$ cat config.mk
export PLATFORM = sky130hd
export DESIGN_NAME = mf_pair_seq
export DESIGN_NICKNAME = d
export VERILOG_FILES = /design/src/rtl/mf_pair_seq.sv
export SDC_FILE = /design/constraint.sdc
export NUM_CORES = 1
export LEC_CHECK = 0
export ABC_AREA = 1
export CORE_MARGIN = 3
export CORE_UTILIZATION = 30
export DETAILED_ROUTE_END_ITERATION = 10
export HOLD_SLACK_MARGIN = 0.06
export MAX_ROUTING_LAYER = met4
export PLACE_DENSITY_LB_ADDON = 0.2
export REMOVE_ABC_BUFFERS = 1
export SLEW_MARGIN = 30
export SYNTH_ARGS = -nofsm -noshare
export SYNTH_HDL_FRONTEND = slang
export SYNTH_SLANG_ARGS = --single-unit
$ cat constraint.sdc
create_clock -name clk -period 5 [get_ports clk]
set_input_delay 1 -clock clk [delete_from_list [all_inputs] [get_ports clk]]
set_output_delay 1 -clock clk [all_outputs]
set_load 0.03 [all_outputs]
$ cat src/rtl/mf_pair_seq.sv
// mf_pair_seq: sequencer for a one-bit parallel matched filter.
// Time-shares one external 2-tap lookup table across all tap pairs of a
// TAPS-long one-bit delay line, accumulating one partial sum per cycle.
//
// Ports:
//   clk, rst              clock (rising edge), asynchronous active-high reset
//   in_valid/in_ready     sample handshake, in_bit is the one-bit sample
//   flush                 clears the delay line, honoured only while idle
//   coef_en, coef_sign    per-tap enable mask and sign, captured on accept
//   table_in/table_out    address {en1,d1,en0,d0} and signed result of the table
//   out_valid/out_ready   result handshake, out_data is the signed filter result
//   busy                  high while a sample is being processed or presented
module mf_pair_seq #(
    parameter int unsigned TAPS  = 16,
    parameter int unsigned TBL_W = 17,
    parameter int unsigned ACC_W = 24,
    parameter int unsigned IDX_W = 3
) (
    input  logic             clk,
    input  logic             rst,
    input  logic             in_valid,
    output logic             in_ready,
    input  logic             in_bit,
    input  logic             flush,
    input  logic [TAPS-1:0]  coef_en,
    input  logic [TAPS-1:0]  coef_sign,
    output logic [3:0]       table_in,
    input  logic [TBL_W-1:0] table_out,
    output logic             out_valid,
    input  logic             out_ready,
    output logic [ACC_W-1:0] out_data,
    output logic             busy
);

    localparam int unsigned PAIRS = TAPS / 2;
    localparam logic [IDX_W-1:0] LAST_K = IDX_W'(PAIRS - 1);

    typedef enum logic [1:0] {StIdle, StRun, StDone} state_e;

    state_e            state;
    logic [TAPS-1:0]   dl;
    logic [TAPS-1:0]   cfg_en;
    logic [TAPS-1:0]   cfg_sign;
    logic [ACC_W-1:0]  acc;
    logic [IDX_W-1:0]  k;

    logic [TAPS-1:0]   d;
    logic [3:0]        pair_addr;
    logic [ACC_W-1:0]  acc_next;

    // Sign is folded into the data bit so the table only needs the +/-DATA rule.
    assign d = dl ^ cfg_sign;

    always_comb begin
        pair_addr = '0;
        for (int unsigned p = 0; p < PAIRS; p++) begin
            if (k == IDX_W'(p)) begin
                pair_addr = {cfg_en[2*p+1], d[2*p+1], cfg_en[2*p], d[2*p]};
            end
        end
    end

    assign table_in = (state == StRun) ? pair_addr : 4'b0000;
    assign acc_next = acc + {{(ACC_W - TBL_W){table_out[TBL_W-1]}}, table_out};
    assign in_ready = (state == StIdle);

    always_ff @(posedge clk or posedge rst) begin
        if (rst) begin
            state     <= StIdle;
            dl        <= '0;
            cfg_en    <= '0;
            cfg_sign  <= '0;
            acc       <= '0;
            k         <= '0;
            out_valid <= 1'b0;
            out_data  <= '0;
            busy      <= 1'b0;
        end else begin
            unique case (state)
                StIdle: begin
                    // A sample and a flush in the same cycle: the shift wins.
                    if (in_valid) begin
                        dl       <= {dl[TAPS-2:0], in_bit};
                        cfg_en   <= coef_en;
                        cfg_sign <= coef_sign;
                        acc      <= '0;
                        k        <= '0;
                        busy     <= 1'b1;
                        state    <= StRun;
                    end else if (flush) begin
                        dl <= '0;
                    end
                end
                StRun: begin
                    acc <= acc_next;
                    if (k == LAST_K) begin
                        k         <= '0;
                        out_valid <= 1'b1;
                        out_data  <= acc_next;
                        state     <= StDone;
                    end else begin
                        k <= k + 1'b1;
                    end
                end
                StDone: begin
                    if (out_ready) begin
                        out_valid <= 1'b0;
                        busy      <= 1'b0;
                        state     <= StIdle;
                    end
                end
                default: state <= StIdle;
            endcase
        end
    end

endmodule

==> impl_metrics.tcl <==
set metrics [dict create \
    status "finished clean" \
    vias 5489 \
    wirelength_um 16300 \
    drv_cap 0 \
    remaining_drc_errors 0 \
    netlist_area_um2 6250 \
    hpwl_um 12200 \
    grt_pass1_vias 5458 \
    post-route-period-util_pct 76.4 \
    antenna_found_initial 0 \
    fin_crit_ns 3.82 \
    die-area_um2 22600 \
    fin_area_um2 7680 \
    htreeDepth 3 \
    fin_nets 1056 \
    synth_cell_types 30 \
    worstHoldPathType "reg -> reg" \
    vias_per_cell 4.41 \
    synthFlopType "dfrtp_1" \
    fmax_mhz 262 \
    p_leak_nw 4.02 \
    yosysTopAreaCell "dfrtp_1" \
    start_util_pct 30.7 \
    report.final.slew_viol_count 0 \
    antenna_cells 0 \
    synth_cells 888 \
    slowest_delay_ns 0.75 \
    numPortBuffers 85 \
    yosys-mux-area-fraction_pct 0 \
    reg2reg_depth 11 \
    synth-compound-area-share_pct 6.08 \
    tightest_slew_ns 0.738 \
    grt_setup_unrepaired "false" \
    overflow 0 \
    crit_family "buffers and inverters" \
    crit_cells 7 \
    whs_path_depth 2 \
    crit_type "reg -> out" \
    synth.top_cell.area_share_pct 41.2 \
    path_buf_inv 4 \
    synthArstFlopShare_pct 100 \
    maxSlewHeadroom_pct 50.7 \
    wl_per_cell_um 13.1 \
    grt_first_pass_wirelength_um 27300 \
    hold_buffers 0 \
    critPathSlowestCell "clkdlybuf4s50_1" \
    setup_violations 0 \
    dr.pass1.iters 4 \
    die_h_um 150 \
    ir_drop_v 0.000272 \
    worstSkewPairLatency_ns 0.37 \
    crit_chain "nor2_4, buf_4, inv_2, nor2_4, inv_2, o21ai_0, clkdlybuf4s50_1" \
    worst_ep_required_time_ns 4.00 \
    worstPathMaxFanout 33 \
    postPlaceCellArea_um2 7370 \
    die_x_um 150 \
    fin_hold_ws_ns 0.477 \
    core_region_area_um2 20400 \
    cts_root_buf "clkbuf_16" \
    yosysSeqAreaShare_pct 41.2 \
    hold_viol_final 0 \
    clock_path_buffers 2 \
    cts_buffers 9 \
    synth_edf_count 0 \
    path_clk_slew_ns 0.08 \
    yosys_warnings 0 \
    fin_ws_ns 1.18 \
    power_density_nw_per_um2 663 \
    finish.utilization_pct 37.7 \
    synthAdderAreaFrac_pct 6.12 \
    cts_tree "built" \
    syn2layout_area_growth_pct 22.8 \
    final_cell_mix "nand2_1, inv_1, dfrtp_1" \
    rows 52 \
    cp.arrival_ns 2.82 \
    grt_start_max_net_pins 50 \
    ys_ff_latch 103 \
    drt-initial-drc-count 320 \
    antenna_left 0 \
    track_usage_pct 15.7 \
    final_common_cell "nand2_1" \
    cts_sinks 103 \
    drive_gt1_share_pct 5.53 \
    pin_count 86 \
    fin_skew_ns 0.00976 \
    postCtsSetupBuffers 0 \
    gp_congestion 0.877 \
    setup-tns-final_ns 0 \
    avgSynthCellArea_um2 7.04 \
    synthTopCellsByArea "dfrtp_1, nand2_1, inv_1" \
    synth_top_family_by_area "simple AND/OR/NAND/NOR gates" \
    cts_resized 0 \
    yosys.area_share.simple_pct 35.4 \
    synthXorXnorAreaFrac_pct 1.96 \
    worst_setup_path_end_kind "output port" \
    start_kind "flip-flop" \
    dpl_worst_slack_ns 1.59 \
]
-- through the flow --
| stage | instances | power [mW] |
|---|---|---|
| after floorplan | 870 | 3.50 |
| after global placement | 1230 | 4.39 |
| after detailed placement | 1230 | 4.41 |
| after CTS | 1246 | 5.16 |
| after global routing | 1246 | 5.62 |
| final | 1246 | 5.09 |
-- report_power, final --
group | switching [mW] | internal (mW) | total [mW]
combinational | 1.83 | 1.06 | 2.88
sequential | 0.243 | 1.24 | 1.48
clock | 0.371 | 0.355 | 0.726
-- final timing paths --
check	endpoint	from	slack [ns]
min in group asynchronous	out_data[13]$_DFFE_PP0P_	rst	1.07
worst max register to register	out_data[10]$_DFFE_PP0P_	acc[0]$_DFFE_PP0P_	2.90
worst max-delay path	table_in[2]	state[1]$_DFFE_PP0P_	1.18
worst min-delay path	cfg_en[12]$_DFFE_PP0P_	cfg_en[12]$_DFFE_PP0P_	0.48
worst min register to register	cfg_en[12]$_DFFE_PP0P_	cfg_en[12]$_DFFE_PP0P_	0.48
max in group asynchronous	k[2]$_DFFE_PP0P_	rst	3.05
-- cells by family (layout without fill, tap and decap cells) --
| family | count (synthesis) | after routing |
|---|---|---|
| simple gates | 528 | 528 |
| compound gates | 70 | 70 |
| fa+ha+maj | 30 | 30 |
| xor+xnor | 14 | 14 |
| buf+inv | 143 | 231 |
| flops | 103 | 103 |
-- per-layer routing --
| metal | vias up | routed length [um] | track usage (%) |
|---|---|---|---|
| li1 | 2918 | - | - |
| met5 | - | 0 | - |
| met1 | 2470 | 7770 | 20.2 |
| met4 | 0 | 143 | 2.93 |
| met3 | 10 | 619 | 3.22 |
| met2 | 91 | 7730 | 25.8 |
-- tightest hold or removal path, cell delays in order (launching register included) --
cell	delay (ns)
dfrtp_1	0.35
nand2_1	0.05
nand2_1	0.04
-- cells in the mapped netlist, types with 6 or more instances --
library cell  number
a21oi_1           24
buf_2             15
dfrtp_1          103
ha_1              29
inv_1            118
inv_2              6
nand2_1          392
nand2_2            7
nand3_1           52
nand3b_1          10
nand4_1            8
nor2_1            37
nor2_2             8
nor2_4             6
o21ai_0           21
o21ai_1            7
o22ai_1           15
xnor2_1            6
xor2_1             8
-- state kept, by name, summed over array words and instances (netlist names) --
register,flops
acc,24
out_data,24
cfg_en,16
cfg_sign,16
dl,16
k,3
state,2
busy,1
out_valid,1
-- final cells by class --
class	count	area [um^2]
clock buffers	9	225
fillers	2170	12700
inverters	125	472
repair buffers	90	888
flip-flops and latches	103	2580
clock inverters	7	77.6
well taps	270	338
multi-input cells	642	3100
(Power assumes the default switching activity.)
